==> config.mk <==
export PLATFORM = sky130hd
export DESIGN_NAME = fsm_sequencer_flat
export DESIGN_NICKNAME = d
export VERILOG_FILES = /design/src/rtl/fsm_sequencer_pkg.sv /design/src/rtl/fsm_sequencer_if.sv /design/src/rtl/fsm_sequencer_inst_length_decode.sv /design/src/rtl/fsm_sequencer.sv /design/src/flat_wrapper.sv
export SDC_FILE = /design/constraint.sdc
export NUM_CORES = 1
export LEC_CHECK = 0
export ABC_AREA = 1
export ABC_CLOCK_PERIOD_IN_PS = 6200
export BUFFER_PORTS_ARGS = -buffer_cell sky130_fd_sc_hd__buf_2
export CORE_MARGIN = 1
export CORE_UTILIZATION = 58
export DETAILED_ROUTE_END_ITERATION = 6
export GPL_TIMING_DRIVEN = 0
export MAX_ROUTING_LAYER = met4
export PLACE_DENSITY_LB_ADDON = 0.05
export SYNTH_ARGS = -nofsm -noshare
export SYNTH_HDL_FRONTEND = slang
export SYNTH_SLANG_ARGS = --single-unit
==> constraint.sdc <==
create_clock -name clk -period 6.2 [get_ports clk]
set_input_delay 1.24 -clock clk [delete_from_list [all_inputs] [get_ports clk]]
set_output_delay 1.24 -clock clk [all_outputs]
set_load 0.05 [all_outputs]
==> src/rtl/fsm_sequencer_pkg.sv <==
// Shared state encodings and instruction-length types for the cycle sequencer
// and the decode block that consumes its one-hot state.
package fsm_sequencer_pkg;

    localparam int         FSM_NUM_STATES      = 24;
    localparam logic [7:0] DEFAULT_HALT_OPCODE = 8'hAE;

    typedef logic [23:0] fsm_state_t;

    localparam fsm_state_t state_1  = 24'h000001;
    localparam fsm_state_t state_2  = 24'h000002;
    localparam fsm_state_t state_3  = 24'h000004;
    localparam fsm_state_t state_4  = 24'h000008;
    localparam fsm_state_t state_5  = 24'h000010;
    localparam fsm_state_t state_6  = 24'h000020;
    localparam fsm_state_t state_7  = 24'h000040;
    localparam fsm_state_t state_8  = 24'h000080;
    localparam fsm_state_t state_9  = 24'h000100;
    localparam fsm_state_t state_10 = 24'h000200;
    localparam fsm_state_t state_11 = 24'h000400;
    localparam fsm_state_t state_12 = 24'h000800;
    localparam fsm_state_t state_13 = 24'h001000;
    localparam fsm_state_t state_14 = 24'h002000;
    localparam fsm_state_t state_15 = 24'h004000;
    localparam fsm_state_t state_16 = 24'h008000;
    localparam fsm_state_t state_17 = 24'h010000;
    localparam fsm_state_t state_18 = 24'h020000;
    localparam fsm_state_t state_19 = 24'h040000;
    localparam fsm_state_t state_20 = 24'h080000;
    localparam fsm_state_t state_21 = 24'h100000;
    localparam fsm_state_t state_22 = 24'h200000;
    localparam fsm_state_t state_23 = 24'h400000;
    localparam fsm_state_t state_24 = 24'h800000;

    typedef enum logic [2:0] {
        LEN8  = 3'd0,
        LEN10 = 3'd1,
        LEN12 = 3'd2,
        LEN14 = 3'd3,
        LEN24 = 3'd4
    } inst_len_t;

    function automatic logic [4:0] len_count(input inst_len_t len);
        logic [4:0] cnt;
        case (len)
            LEN8:    cnt = 5'd8;
            LEN10:   cnt = 5'd10;
            LEN12:   cnt = 5'd12;
            LEN14:   cnt = 5'd14;
            LEN24:   cnt = 5'd24;
            default: cnt = 5'd8;
        endcase
        return cnt;
    endfunction

endpackage

==> src/rtl/fsm_sequencer_if.sv <==
// Control and status bundle between the front panel / instruction register
// and the cycle sequencer.
interface fsm_sequencer_if;
    import fsm_sequencer_pkg::*;

    logic       run;
    logic       step;
    logic       resume;
    logic [7:0] inst_reg_value;
    fsm_state_t state_onehot;
    logic       instr_done;
    logic       halted;
    logic       illegal_op;
    logic       seq_fault;

    modport master (
        output run, step, resume, inst_reg_value,
        input  state_onehot, instr_done, halted, illegal_op, seq_fault
    );

    modport slave (
        input  run, step, resume, inst_reg_value,
        output state_onehot, instr_done, halted, illegal_op, seq_fault
    );

endinterface

==> src/rtl/fsm_sequencer_inst_length_decode.sv <==
// Maps an opcode to its cycle count class; also flags HALT and unknown opcodes.
module fsm_sequencer_inst_length_decode
    import fsm_sequencer_pkg::*;
#(
    parameter logic [7:0] HALT_OPCODE = DEFAULT_HALT_OPCODE
) (
    input  logic [7:0] inst_reg_value,
    output inst_len_t  inst_len,
    output logic       is_halt,
    output logic       is_illegal
);

    // Opcode class decode; HALT is checked first so an overridden opcode still wins.
    always_comb begin
        inst_len   = LEN8;
        is_halt    = 1'b0;
        is_illegal = 1'b0;
        if (inst_reg_value == HALT_OPCODE) begin
            inst_len = LEN10;
            is_halt  = 1'b1;
        end else begin
            casez (inst_reg_value)
                8'b00??????: inst_len = LEN8;
                8'b01??????: inst_len = LEN8;
                8'b1000????: inst_len = LEN8;
                8'b1001????: inst_len = LEN12;
                8'b10100???: inst_len = LEN10;
                8'b10110000: inst_len = LEN14;
                8'b11??????: inst_len = LEN24;
                default: begin
                    inst_len   = LEN8;
                    is_illegal = 1'b1;
                end
            endcase
        end
    end

endmodule

==> src/rtl/fsm_sequencer.sv <==
// One-hot cycle sequencer: steps state_1..state_N per instruction, with
// HALT/resume, front-panel run/step and recovery from a corrupted state vector.
module fsm_sequencer
    import fsm_sequencer_pkg::*;
#(
    parameter int         NUM_STATES  = 24,
    parameter logic [7:0] HALT_OPCODE = DEFAULT_HALT_OPCODE
) (
    input  logic            clk,
    input  logic            reset,
    fsm_sequencer_if.slave  bus
);

    if (NUM_STATES != FSM_NUM_STATES) begin : g_bad_num_states
        $error("fsm_sequencer: NUM_STATES must be 24");
    end

    fsm_state_t state_r, state_next_s;
    inst_len_t  len_r, len_next_s;
    logic       halt_op_r, halt_op_next_s;
    logic       instr_done_r, instr_done_next_s;
    logic       halted_r, halted_next_s;
    logic       illegal_r, illegal_next_s;
    logic       fault_r, fault_next_s;

    inst_len_t  dec_len_s;
    logic       dec_halt_s;
    logic       dec_illegal_s;
    logic       adv_s;
    logic [4:0] len_cnt_s;
    fsm_state_t wrap_mask_s;
    fsm_state_t above_mask_s;

    fsm_sequencer_inst_length_decode #(
        .HALT_OPCODE (HALT_OPCODE)
    ) u_len_dec (
        .inst_reg_value (bus.inst_reg_value),
        .inst_len       (dec_len_s),
        .is_halt        (dec_halt_s),
        .is_illegal     (dec_illegal_s)
    );

    assign adv_s        = !halted_r && (bus.run || bus.step);
    assign len_cnt_s    = len_count(len_r);
    assign wrap_mask_s  = 24'h000001 << (len_cnt_s - 5'd1);
    assign above_mask_s = 24'hFFFFFF << len_cnt_s;

    // Next-state, length latch and flag update.
    always_comb begin
        state_next_s      = state_r;
        len_next_s        = len_r;
        halt_op_next_s    = halt_op_r;
        instr_done_next_s = 1'b0;
        halted_next_s     = halted_r;
        illegal_next_s    = illegal_r;
        fault_next_s      = fault_r;
        if ($countones(state_r) != 32'd1) begin
            state_next_s = state_1;
            len_next_s   = LEN8;
            fault_next_s = 1'b1;
        end else if (halted_r) begin
            // resume only releases the freeze; the first advance is on the following edge
            halted_next_s = !bus.resume;
        end else if (adv_s) begin
            if ((state_r & above_mask_s) != 24'h000000) begin
                state_next_s = state_1;
                fault_next_s = 1'b1;
            end else if ((state_r & wrap_mask_s) != 24'h000000) begin
                state_next_s      = state_1;
                instr_done_next_s = 1'b1;
                halted_next_s     = halt_op_r;
            end else begin
                state_next_s = state_r << 1;
                if (state_r == state_3) begin
                    len_next_s     = dec_len_s;
                    halt_op_next_s = dec_halt_s;
                    illegal_next_s = illegal_r | dec_illegal_s;
                end else begin
                    len_next_s = len_r;
                end
            end
        end else begin
            state_next_s = state_r;
        end
    end

    // State and flag registers with synchronous reset.
    always_ff @(posedge clk) begin
        if (reset) begin
            state_r      <= state_1;
            len_r        <= LEN8;
            halt_op_r    <= 1'b0;
            instr_done_r <= 1'b0;
            halted_r     <= 1'b0;
            illegal_r    <= 1'b0;
            fault_r      <= 1'b0;
        end else begin
            state_r      <= state_next_s;
            len_r        <= len_next_s;
            halt_op_r    <= halt_op_next_s;
            instr_done_r <= instr_done_next_s;
            halted_r     <= halted_next_s;
            illegal_r    <= illegal_next_s;
            fault_r      <= fault_next_s;
        end
    end

    assign bus.state_onehot = state_r;
    assign bus.instr_done   = instr_done_r;
    assign bus.halted       = halted_r;
    assign bus.illegal_op   = illegal_r;
    assign bus.seq_fault    = fault_r;

endmodule
==> src/flat_wrapper.sv <==
// flat-port wrapper written by rule: the top's interface ports become plain ports
module fsm_sequencer_flat import fsm_sequencer_pkg::*;
#(
    parameter int         NUM_STATES  = 24,
    parameter logic [7:0] HALT_OPCODE = DEFAULT_HALT_OPCODE
)
  (clk, reset, bus_run, bus_step, bus_resume, bus_inst_reg_value, bus_state_onehot, bus_instr_done, bus_halted, bus_illegal_op, bus_seq_fault);
  fsm_sequencer_if bus_i ();
  input  logic clk;
  input  logic reset;
  input wire logic [$bits(bus_i.run)-1:0] bus_run;
  input wire logic [$bits(bus_i.step)-1:0] bus_step;
  input wire logic [$bits(bus_i.resume)-1:0] bus_resume;
  input wire logic [$bits(bus_i.inst_reg_value)-1:0] bus_inst_reg_value;
  output wire logic [$bits(bus_i.state_onehot)-1:0] bus_state_onehot;
  output wire logic [$bits(bus_i.instr_done)-1:0] bus_instr_done;
  output wire logic [$bits(bus_i.halted)-1:0] bus_halted;
  output wire logic [$bits(bus_i.illegal_op)-1:0] bus_illegal_op;
  output wire logic [$bits(bus_i.seq_fault)-1:0] bus_seq_fault;
  assign bus_i.run = bus_run;
  assign bus_i.step = bus_step;
  assign bus_i.resume = bus_resume;
  assign bus_i.inst_reg_value = bus_inst_reg_value;
  assign bus_state_onehot = bus_i.state_onehot;
  assign bus_instr_done = bus_i.instr_done;
  assign bus_halted = bus_i.halted;
  assign bus_illegal_op = bus_i.illegal_op;
  assign bus_seq_fault = bus_i.seq_fault;
  fsm_sequencer #(.NUM_STATES(NUM_STATES), .HALT_OPCODE(HALT_OPCODE)) u_core (.clk(clk), .reset(reset), .bus(bus_i));
endmodule
==> key figures, run 1 <==
Clocking
  – Root buffer cell: sky130_fd_sc_hd__clkbuf_8
  – H-Tree Depth: 2
  – Worst-path clk slew: 0.07 ns
  – Resized Gates After CTS: 0
  – # Post-CTS Setup Buffers: 0
  – CTS Sinks: 32
  – Clk_lat worst skew: 0.29 ns
  – Maximum clock path buffer count: 2
  – Cts hold-fix bufs: 0
  – TritonCTS clock tree: built
  – Clock buffer count from CTS: 5

Placed design
  – Worst-case setup slack after placement: 0.790 ns
  – Last weighted congestion value of the routability-driven placer: between 0.9 and 1
  – Post-DP HPWL: 4810 µm
  – I/O Buffers: 40

Floorplan
  – Number of rows in the core area: 24
  – I/O pin count: 41
  – Core area: 4410 µm²
  – Width of the die: between 70 and 80 µm
  – Y dimension of the die: 70.4 µm
  – Total die area: around 5000 µm²
  – Initial cell density of the core: 61.5%

Logic synthesis
  – Synth top cells by count: sky130_fd_sc_hd__inv_1, sky130_fd_sc_hd__nand2_1, sky130_fd_sc_hd__nand4_1
  – Cells after Synth: 357
  – Primary flip-flop cell chosen by synthesis mapping: sky130_fd_sc_hd__dfxtp_1
  – Share of the yosys chip area belonging to registers: a little under a quarter
  – Largest area contributor in the netlist: sky130_fd_sc_hd__dfxtp_1
  – Ys Warns: 0
  – Post-synthesis sequential element count: 32
  – Top cells by area, synth: sky130_fd_sc_hd__dfxtp_1, sky130_fd_sc_hd__ha_1, sky130_fd_sc_hd__fa_1
  – Combined area of all synthesized cells: 2720 µm²
  – Synthesized area per cell: 7.61 µm²
  – Net count after synthesis: 422
  – Most common cell in the synthesized netlist: sky130_fd_sc_hd__inv_1
  – EDFF count, synth: 0
  – Proportion of netlist area held by the largest area contributor: about a quarter
  – Cell variety after synth: 24
  – Async set-reset flop share out of synthesis: 0%

STA
  – Final sum of negative setup slack: 0 ns
  – Clock Skew: 0.00460 ns
  – Final hold violation count: 0
  – Post-route fraction of the period consumed by the critical path: 88.4%
  – RSZ-0062 raised after global routing: no
  – Worst Max-Slew Pin Slew: 0.512 ns
  – Setup violation total in the final timing report: 0
  – Final setup slack of the worst path: 0.719 ns
  – Crit path time final: 5.48 ns
  – Fin Hold WS: ~0.46 ns
  – Final max-slew violation count: 0
  – Slew Limit Headroom: 65.9%
  – Highest attainable clock frequency: 0.182 GHz

Power
  – Total power density per cell area: roughly 220 nW/µm²
  – Peak VDD IR: between 0.00015 and 0.0002 V
  – Total Power Consumption: 665 µW
  – Leakage: approximately 1.5 nW

Critical path
  – Crit-path max FO: 10
  – Worst Path Required: around 6.4 ns
  – Crit. End Element: flip-flop
  – Length in cells of the worst reg-to-reg path: 19
  – Arrival time worst endpoint: 5.70 ns
  – Reg-to-reg startpoint: u_core.bus.state_onehot[7]
  – Critical Path Start: u_core.bus.state_onehot[7]
  – CP startpoint kind: flip-flop
  – Worst Setup Path Type: reg2reg

Route
  – Routed wire length per instance: 13.4 µm
  – DRC violations left: 0
  – DRT antenna net count: 0
  – Number of vias per cell after detailed routing: 5.30
  – Detailed Route WL: between 6000 and 7000 µm
  – Pre-antenna DRT Iters: 4
  – DRC marker count from the first detailed-route iteration: 131
  – Via count: 2,416

GRT
  – Remaining global-route overflow: 0
  – Wire length of the first global-routing pass: 10,500 µm
  – Pin count of the biggest net entering global routing: 11
  – Global router's overall resource usage: ~28%
  – Number of antenna violations at the first check in global routing: 0
  – Number of global-route vias before repair: 2,300

Min path
  – Count of cells along the worst hold path: 2
  – Hold_sp: u_core.bus.illegal_op
  – Hold crit path type: reg2reg

Finish
  – Fraction of layout instances using a drive strength above 1: 17.8%
  – Total Nets Final: 469
  – Number of inserted diodes: 0
  – Final core occ: between 60% and 70%
  – Layout overhead on the synthesized area: 13.3%

Job
  – Count of maximum capacitance violations: 0

Status
  – Run status: finished clean
-- layout by cell type, fill, tap and decap left out, drive strengths merged --
master / synthesis / layout
inv: 82 / 82
nand2: 66 / 66
buf: 10 / 50
nand4: 36 / 36
ha: 33 / 33
dfxtp: 32 / 32
nor2: 30 / 30
a21oi: 26 / 26
fa: 19 / 19
nand3: 14 / 14
clkbuf: 2 / 9
o21ai: 2 / 2
o21bai: 1 / 1
nand3b: 1 / 1
o211ai: 1 / 1
nor3: 1 / 1
nor2b: 1 / 1
-- area by class of cell --
cell class / instances / area (µm²)
Buffer: 12 / 95.1
Clock buffer: 7 / 96.3
Fill cell: 361 / 1340
Inverter: 82 / 308
Multi-Input combinational cell: 231 / 1670
Sequential cell: 32 / 641
Tap cell: 52 / 65.1
Timing Repair Buffer: 40 / 200
-- report_power, final --
part           internal (mW)  switching, mW  total, mW
registers              0.217         0.0112      0.228
logic                 0.0773          0.185      0.262
clock network         0.0988         0.0760      0.175
total                  0.393          0.272      0.665
-- flip-flops by register name, indices dropped and copies added (netlist names) --
register / flops
u_core.bus.illegal_op: 1
u_core.bus.state_onehot: 24
u_core.bus.halted: 1
u_core.halt_op_r: 1
u_core.len_r: 3
u_core.bus.instr_done: 1
u_core.bus.seq_fault: 1
-- kinds of logic (layout without fill, tap and decap cells) --
| kind of cell | Yosys count | in the layout | share of synthesized area (%) |
|---|---|---|---|
| adders and majority gates | 52 | 52 | 29.2 |
| buffers and inverters | 94 | 141 | 14.8 |
| and+or+nand+nor | 149 | 149 | 26.4 |
| DFF | 32 | 32 | 23.6 |
| AOI/OAI and AO/OA | 30 | 30 | 5.99 |
-- through the flow --
step           cell area (µm²)  cells
3_3_place_gp              2980    449
4_1_cts                   3080    456
5_1_grt                   3080    456
3_5_place_dp              2980    449
2_1_floorplan             2720    357
6_report                  3080    456
-- critical path, stage by stage, from the launching register on --
cell                      delay [ns]
sky130_fd_sc_hd__dfxtp_1        0.49
sky130_fd_sc_hd__inv_1          0.08
sky130_fd_sc_hd__ha_1           0.28
sky130_fd_sc_hd__inv_1          0.05
sky130_fd_sc_hd__fa_1           0.44
sky130_fd_sc_hd__fa_1           0.56
sky130_fd_sc_hd__fa_1           0.44
sky130_fd_sc_hd__fa_1           0.54
sky130_fd_sc_hd__inv_1          0.06
sky130_fd_sc_hd__fa_1           0.54
sky130_fd_sc_hd__ha_1           0.17
sky130_fd_sc_hd__inv_1          0.05
sky130_fd_sc_hd__fa_1           0.49
sky130_fd_sc_hd__nand2_1        0.05
sky130_fd_sc_hd__nor2_1         0.10
sky130_fd_sc_hd__nand3_1        0.28
sky130_fd_sc_hd__nor2_2         0.31
sky130_fd_sc_hd__inv_2          0.11
sky130_fd_sc_hd__buf_2          0.21
sky130_fd_sc_hd__a21oi_1        0.14
-- routing by layer --
| metal | track usage, % | share of wire (%) | up-vias |
|---|---|---|---|
| met2 | 42.0 | 46 | 80 |
| met5 | - | 0 | - |
| li1 | - | - | 1220 |
| met4 | 10.4 | 2.0 | 0 |
| met1 | 35.9 | 46 | 1103 |
| met3 | 6.20 | 5.9 | 13 |
-- path summary, 6_finish.rpt --
path	to	slack (ns)
max	u_core.bus.state_onehot[9]	0.72
min	u_core.bus.illegal_op	0.46
max reg2reg	u_core.bus.state_onehot[9]	0.72
min reg2reg	u_core.bus.illegal_op	0.46
Power figures use the tool's default switching activity.
==> run 2, diff against run 1 <==
- CORE_UTILIZATION: 58 -> 30
==> key figures, run 2 (synthesized netlist as in run 1, its figures left out) <==
Critical path
  – Buf/Inv on CP: 6 (unchanged)
  – Worst Path Required: 6.42 ns (about the same)
  – CP startpoint kind: flip-flop (unchanged)
  – Crit. End Element: flip-flop (unchanged)
  – Worst Setup Path Type: reg2reg (unchanged)
  – Crit-path max FO: 10 (unchanged)
  – Cell with the largest stage delay on the worst path: sky130_fd_sc_hd__fa_1 (unchanged)
  – Cells traversed along the worst timing path: inv_1 > ha_1 > inv_1 > fa_1 > fa_1 > fa_1 > fa_1 > inv_1 > fa_1 > ha_1 > inv_1 > fa_1 > nand2_1 > nor2_1 > nand3_1 > nor2_2 > inv_2 > buf_2 > a21oi_1 (unchanged)
  – Arrival time worst endpoint: 5.70 ns (about the same)
  – Reg2Reg Capture Point: u_core.bus.state_onehot[15] (was u_core.bus.state_onehot[9])
  – CP top delay family: adder cells (unchanged)
  – Dominant cell type by count on the critical path: sky130_fd_sc_hd__fa_1 (unchanged)
  – Reg-to-reg startpoint: u_core.bus.state_onehot[7] (unchanged)
  – Length in cells of the worst reg-to-reg path: 19 (unchanged)
  – Setup slack, reg-to-reg: 0.71 ns (was 0.72 ns)
  – Max incr delay on CP: 0.57 ns (was 0.56 ns)

STA
  – Slew Limit Headroom: 62.5% (was 65.9%)
  – Crit path time final: 5.49 ns (was 5.48 ns)
  – Final hold violation count: 0 (unchanged)
  – Final sum of negative setup slack: 0 ns (unchanged)
  – Clock Skew: 0.00461 ns (was 0.00460 ns)
  – Final max-slew violation count: 0 (unchanged)
  – Worst Max-Slew Pin Slew: 0.562 ns (was 0.512 ns)
  – Highest attainable clock frequency: 0.182 GHz (about the same)
  – Post-route fraction of the period consumed by the critical path: 88.5% (was 88.4%)
  – Setup violation total in the final timing report: 0 (unchanged)
  – RSZ-0062 raised after global routing: no (unchanged)
  – Fin Hold WS: 0.447 ns (was 0.460 ns)

Floorplan
  – Width of the die: 97.2 µm (was 70.4 µm)
  – Y dimension of the die: 97.2 µm (was 70.4 µm)
  – Number of rows in the core area: 34 (was 24)
  – Core area: 8760 µm² (was 4410 µm²)
  – I/O pin count: 41 (unchanged)
  – Initial cell density of the core: 31.0% (was 61.5%)
  – Total die area: 9440 µm² (was 4960 µm²)

GRT
  – Wire length of the first global-routing pass: 11,600 µm (was 10,500 µm)
  – Global router's overall resource usage: 16.0% (was 27.6%)
  – Number of global-route vias before repair: 2,296 (was 2,300)
  – Pin count of the biggest net entering global routing: 11 (unchanged)
  – Number of antenna violations at the first check in global routing: 0 (unchanged)
  – Remaining global-route overflow: 0 (unchanged)

Power
  – Total power density per cell area: 212 nW/µm² (was 216 nW/µm²)
  – Clock network fraction of design power: 25.6% (was 26.3%)
  – Total Power Consumption: 667 µW (was 665 µW)
  – Sequential Power Share: 34.3% (about the same)
  – Peak VDD IR: 0.000129 V (was 0.000193 V)
  – Leakage: 1.49 nW (was 1.50 nW)
  – Switching component of the power: 280 µW (was 272 µW)
  – Net switching fraction of the power: 42.0% (was 40.9%)
  – Combinational cell fraction of total power: 40.1% (was 39.4%)
  – Design internal power: 387 µW (was 393 µW)

Route
  – DRC violations left: 0 (unchanged)
  – DRC marker count from the first detailed-route iteration: 57 (was 131)
  – Number of vias per cell after detailed routing: 4.61 (was 5.30)
  – Via count: 2,366 (was 2,416)
  – Routed wire length per instance: 13.4 µm (about the same)
  – DRT antenna net count: 0 (unchanged)
  – Detailed Route WL: 6870 µm (was 6120 µm)
  – Pre-antenna DRT Iters: 4 (unchanged)

Clocking
  – Clk_lat worst skew: 0.28 ns (was 0.29 ns)
  – CTS Sinks: 32 (unchanged)
  – Resized Gates After CTS: 0 (unchanged)
  – H-Tree Depth: 2 (unchanged)
  – TritonCTS clock tree: built (unchanged)
  – Clock buffer count from CTS: 5 (unchanged)
  – # Post-CTS Setup Buffers: 0 (unchanged)
  – Maximum clock path buffer count: 2 (unchanged)
  – Root buffer cell: sky130_fd_sc_hd__clkbuf_8 (unchanged)
  – Worst-path clk slew: 0.07 ns (about the same)
  – Cts hold-fix bufs: 0 (unchanged)

Placed design
  – I/O Buffers: 40 (unchanged)
  – Last weighted congestion value of the routability-driven placer: 0.774 (was 0.978)
  – Post-DP HPWL: 5550 µm (was 4810 µm)
  – Post-place instance area: 3050 µm² (was 2980 µm²)

Finish
  – Layout overhead on the synthesized area: 15.7% (was 13.3%)
  – Total Nets Final: 469 (unchanged)
  – Number of inserted diodes: 0 (unchanged)
  – Commonest cells after routing, fill and taps aside: sky130_fd_sc_hd__inv_1, sky130_fd_sc_hd__nand2_1, sky130_fd_sc_hd__buf_2, sky130_fd_sc_hd__nand4_1, sky130_fd_sc_hd__ha_1 (unchanged)
  – Fraction of layout instances using a drive strength above 1: 17.5% (was 17.8%)
  – Most frequent standard cell in the layout excluding fill and tap cells: sky130_fd_sc_hd__inv_1 (unchanged)
  – Design Area, Final: 3140 µm² (was 3080 µm²)
  – Number of flip-flops under the largest register name: 24 (unchanged)
  – Final core occ: 35.9% (was 69.7%)

Job
  – Count of maximum capacitance violations: 0 (unchanged)

Min path
  – Destination of the worst hold path: u_core.bus.illegal_op (unchanged)
  – Hold_sp: u_core.bus.illegal_op (unchanged)
  – Hold crit path type: reg2reg (unchanged)
  – Count of cells along the worst hold path: 2 (unchanged)

Status
  – Run status: finished clean (unchanged)
-- run 2: worst register-to-register path: stages (launching register included) --
cell,delay (ns)
sky130_fd_sc_hd__dfxtp_1,0.48
sky130_fd_sc_hd__inv_1,0.08
sky130_fd_sc_hd__ha_1,0.28
sky130_fd_sc_hd__inv_1,0.05
sky130_fd_sc_hd__fa_1,0.46
sky130_fd_sc_hd__fa_1,0.57
sky130_fd_sc_hd__fa_1,0.44
sky130_fd_sc_hd__fa_1,0.55
sky130_fd_sc_hd__inv_1,0.05
sky130_fd_sc_hd__fa_1,0.54
sky130_fd_sc_hd__ha_1,0.17
sky130_fd_sc_hd__inv_1,0.05
sky130_fd_sc_hd__fa_1,0.50
sky130_fd_sc_hd__nand2_1,0.05
sky130_fd_sc_hd__nor2_1,0.09
sky130_fd_sc_hd__nand3_1,0.28
sky130_fd_sc_hd__nor2_2,0.31
sky130_fd_sc_hd__inv_2,0.11
sky130_fd_sc_hd__buf_2,0.21
sky130_fd_sc_hd__a21oi_1,0.14
-- run 2: final cells by class --
type	instances	area (µm²)
fill	955	5620
clock buffer	8	90.1
timing repair buffer	40	200
multi-input combinational	231	1670
sequential	32	641
tap	108	135
inverter	82	308
buffer	12	95.1
-- run 2: how the worst max path moves through the flow --
stage / start / endpoint / slack [ns] / depth (start not counted)
final: u_core.bus.state_onehot[7] / u_core.bus.state_onehot[15] / 0.71 / 19
after global routing: u_core.bus.state_onehot[7] / u_core.bus.state_onehot[4] / 0.37 / 19
after floorplan: u_core.bus.state_onehot[7] / u_core.bus.state_onehot[11] / 0.99 / 19
after detailed placement: u_core.bus.state_onehot[7] / u_core.bus.state_onehot[15] / 0.68 / 19
after CTS: u_core.bus.state_onehot[7] / u_core.bus.state_onehot[4] / 0.64 / 19
after global placement: u_core.bus.state_onehot[7] / u_core.bus.state_onehot[5] / 0.66 / 19
-- run 2: per-layer routing --
metal | track usage (%) | up-vias | part of all wire, %
met5 | - | - | 0
met4 | 3.79 | 0 | 0.76
met3 | 2.73 | 5 | 3.1
met2 | 23.7 | 39 | 43
met1 | 22.6 | 1105 | 53
li1 | - | 1217 | -
-- run 2: power by group through the flow --
stage	Combinational, mW	Clock (mW)	Sequential (mW)
2_1_floorplan	0.161	0	0.266
3_3_place_gp	0.276	0	0.233
3_5_place_dp	0.276	0	0.234
4_1_cts	0.277	0.177	0.229
5_1_grt	0.305	0.186	0.231
6_report	0.267	0.171	0.229
-- run 2: stage by stage --
stage          std cells  worst slack (ns)
2_1_floorplan        357             0.986
3_3_place_gp         505             0.660
3_5_place_dp         505             0.676
4_1_cts              513             0.636
5_1_grt              513             0.371
6_report             513             0.710
==> run 3, diff against run 2 <==
- PLACE_DENSITY: unset -> 0.47
- PLACE_DENSITY_LB_ADDON: 0.05 -> unset
==> key figures, run 3 (synthesized netlist as in run 1, its figures left out) <==
Status
  – Run status: finished clean (unchanged)

STA
  – Crit path time final: 5.46 ns (was 5.49 ns)
  – RSZ-0062 raised after global routing: no (unchanged)
  – Slew Limit Headroom: 69.4% (was 62.5%)
  – Final hold violation count: 0 (unchanged)
  – Clock Skew: 0.00599 ns (was 0.00461 ns)
  – Worst Max-Slew Pin Slew: 0.459 ns (was 0.562 ns)
  – Final sum of negative setup slack: 0 ns (unchanged)
  – Final max-slew violation count: 0 (unchanged)
  – Highest attainable clock frequency: 0.183 GHz (was 0.182 GHz)
  – Post-route fraction of the period consumed by the critical path: 88.1% (was 88.5%)
  – Fin Hold WS: 0.458 ns (was 0.447 ns)
  – Setup violation total in the final timing report: 0 (unchanged)

Route
  – Via count: 2,363 (was 2,366)
  – Detailed Route WL: 6550 µm (was 6870 µm)
  – Pre-antenna DRT Iters: 4 (unchanged)
  – Number of vias per cell after detailed routing: 4.61 (about the same)
  – Routed wire length per instance: 12.8 µm (was 13.4 µm)
  – DRC marker count from the first detailed-route iteration: 67 (was 57)
  – DRC violations left: 0 (unchanged)
  – DRT antenna net count: 0 (unchanged)

GRT
  – Remaining global-route overflow: 0 (unchanged)
  – Number of global-route vias before repair: 2,323 (was 2,296)
  – Global router's overall resource usage: 15.3% (was 16.0%)
  – Pin count of the biggest net entering global routing: 11 (unchanged)
  – Wire length of the first global-routing pass: 11,300 µm (was 11,600 µm)
  – Number of antenna violations at the first check in global routing: 0 (unchanged)

Clocking
  – Resized Gates After CTS: 0 (unchanged)
  – Root buffer cell: sky130_fd_sc_hd__clkbuf_8 (unchanged)
  – Clock buffer count from CTS: 5 (unchanged)
  – Cts hold-fix bufs: 0 (unchanged)
  – TritonCTS clock tree: built (unchanged)
  – Maximum clock path buffer count: 2 (unchanged)
  – Worst-path clk slew: 0.06 ns (was 0.07 ns)
  – CTS Sinks: 32 (unchanged)
  – Clk_lat worst skew: 0.29 ns (was 0.28 ns)
  – # Post-CTS Setup Buffers: 0 (unchanged)
  – H-Tree Depth: 2 (unchanged)

Finish
  – Total Nets Final: 469 (unchanged)
  – Number of inserted diodes: 0 (unchanged)
  – Commonest cells after routing, fill and taps aside: sky130_fd_sc_hd__inv_1, sky130_fd_sc_hd__nand2_1, sky130_fd_sc_hd__buf_2, sky130_fd_sc_hd__nand4_1, sky130_fd_sc_hd__ha_1 (unchanged)
  – Fraction of layout instances using a drive strength above 1: 17.5% (unchanged)
  – Number of flip-flops under the largest register name: 24 (unchanged)
  – Most frequent standard cell in the layout excluding fill and tap cells: sky130_fd_sc_hd__inv_1 (unchanged)
  – Layout overhead on the synthesized area: 15.7% (unchanged)
  – Number of inserted filler cells in the final layout: 962 (was 955)

Floorplan
  – Y dimension of the die: 97.2 µm (unchanged)
  – Width of the die: 97.2 µm (unchanged)
  – Core area: 8760 µm² (unchanged)
  – Initial cell density of the core: 31.0% (unchanged)
  – Total die area: 9440 µm² (unchanged)
  – I/O pin count: 41 (unchanged)
  – Number of rows in the core area: 34 (unchanged)

Power
  – Design internal power: 386 µW (was 387 µW)
  – Sequential Power Share: 34.4% (was 34.3%)
  – Peak VDD IR: 0.000127 V (was 0.000129 V)
  – Combinational cell fraction of total power: 40.2% (was 40.1%)
  – Clock network fraction of design power: 25.4% (was 25.6%)
  – Leakage: 1.49 nW (unchanged)
  – Switching component of the power: 275 µW (was 280 µW)
  – Total power density per cell area: 211 nW/µm² (was 212 nW/µm²)
  – Net switching fraction of the power: 41.6% (was 42.0%)

Critical path
  – Dominant cell type by count on the critical path: sky130_fd_sc_hd__fa_1 (unchanged)
  – Worst Setup Path Type: reg2reg (unchanged)
  – CP startpoint kind: flip-flop (unchanged)
  – Worst Path Required: 6.41 ns (was 6.42 ns)
  – Cells traversed along the worst timing path: inv_1 > ha_1 > inv_1 > fa_1 > fa_1 > fa_1 > fa_1 > inv_1 > fa_1 > ha_1 > inv_1 > fa_1 > nand2_1 > nor2_1 > nand3_1 > nor2_2 > inv_2 > buf_2 > a21oi_1 (unchanged)
  – Max incr delay on CP: 0.57 ns (about the same)
  – Arrival time worst endpoint: 5.68 ns (was 5.70 ns)
  – Crit-path max FO: 10 (unchanged)
  – Cell with the largest stage delay on the worst path: sky130_fd_sc_hd__fa_1 (unchanged)
  – Crit. End Element: flip-flop (unchanged)

Placed design
  – Last weighted congestion value of the routability-driven placer: 0.816 (was 0.774)
  – Post-DP HPWL: 5320 µm (was 5550 µm)
  – I/O Buffers: 40 (unchanged)

Job
  – Count of maximum capacitance violations: 0 (unchanged)

Min path
  – Hold crit path type: reg2reg (unchanged)
==> run 3: cell counts in the layout (fill, tap and decap cells not counted) <==
No cell type changed its count.
==> run 3: per-stage QoR <==
stage                     power, mW  setup slack [ns]  area (µm²)  utilization (%)  std cells
after floorplan               0.427             0.986        2720                -        357
after global placement        0.505             0.705        3050             34.8        505
after detailed placement      0.502             0.701        3050             34.8        505
after CTS                     0.676             0.673        3140             35.9        513
after global routing          0.716             0.336        3140             35.9        513
final                         0.662             0.735        3140             35.9        513
==> run 3: worst paths after layout <==
kind | cells after the start | endpoint | from | slack, ns
hold reg to reg | 2 | u_core.bus.illegal_op | u_core.bus.illegal_op | 0.46
setup / recovery | 19 | u_core.bus.state_onehot[3] | u_core.bus.state_onehot[7] | 0.74
hold / removal | 2 | u_core.bus.illegal_op | u_core.bus.illegal_op | 0.46
setup reg to reg | 19 | u_core.bus.state_onehot[3] | u_core.bus.state_onehot[7] | 0.74
==> run 3: per-layer routing <==
| layer | vias to the layer above | routed length (µm) | track usage (%) |
|---|---|---|---|
| met2 | 55 | 2930 | 24.4 |
| li1 | 1221 | - | - |
| met5 | - | 0 | - |
| met3 | 3 | 271 | 2.81 |
| met1 | 1084 | 3330 | 20.3 |
| met4 | 0 | 23 | 3.10 |
==> run 3: critical path: cells and delay by family (launching register included) <==
family                   cells  cell delay [ns]
adder cells (fa/ha/maj)      8             3.46
AND/OR/NAND/NOR              4             0.74
buffers and inverters        6             0.55
flip-flops                   1             0.49
AO/OA/AOI/OAI                1             0.14
==> run 3: power by group through the flow <==
stage	logic (mW)	clock network, mW	registers, mW
floorplan	0.161	0	0.266
global placement	0.272	0	0.233
finish	0.266	0.168	0.228
detailed placement	0.270	0	0.232
CTS	0.272	0.176	0.227
global route	0.302	0.184	0.229
==> run 3: cell type report <==
class                           instances  area (µm²)  share of cell area [%]
Timing Repair Buffer                   40         200                    6.37
Tap cell                              108         135                    4.30
Buffer                                 12        95.1                    3.03
Inverter                               82         308                    9.80
Sequential cell                        32         641                    20.4
Clock buffer                            8        90.1                    2.87
Multi-Input combinational cell        231        1670                    53.2
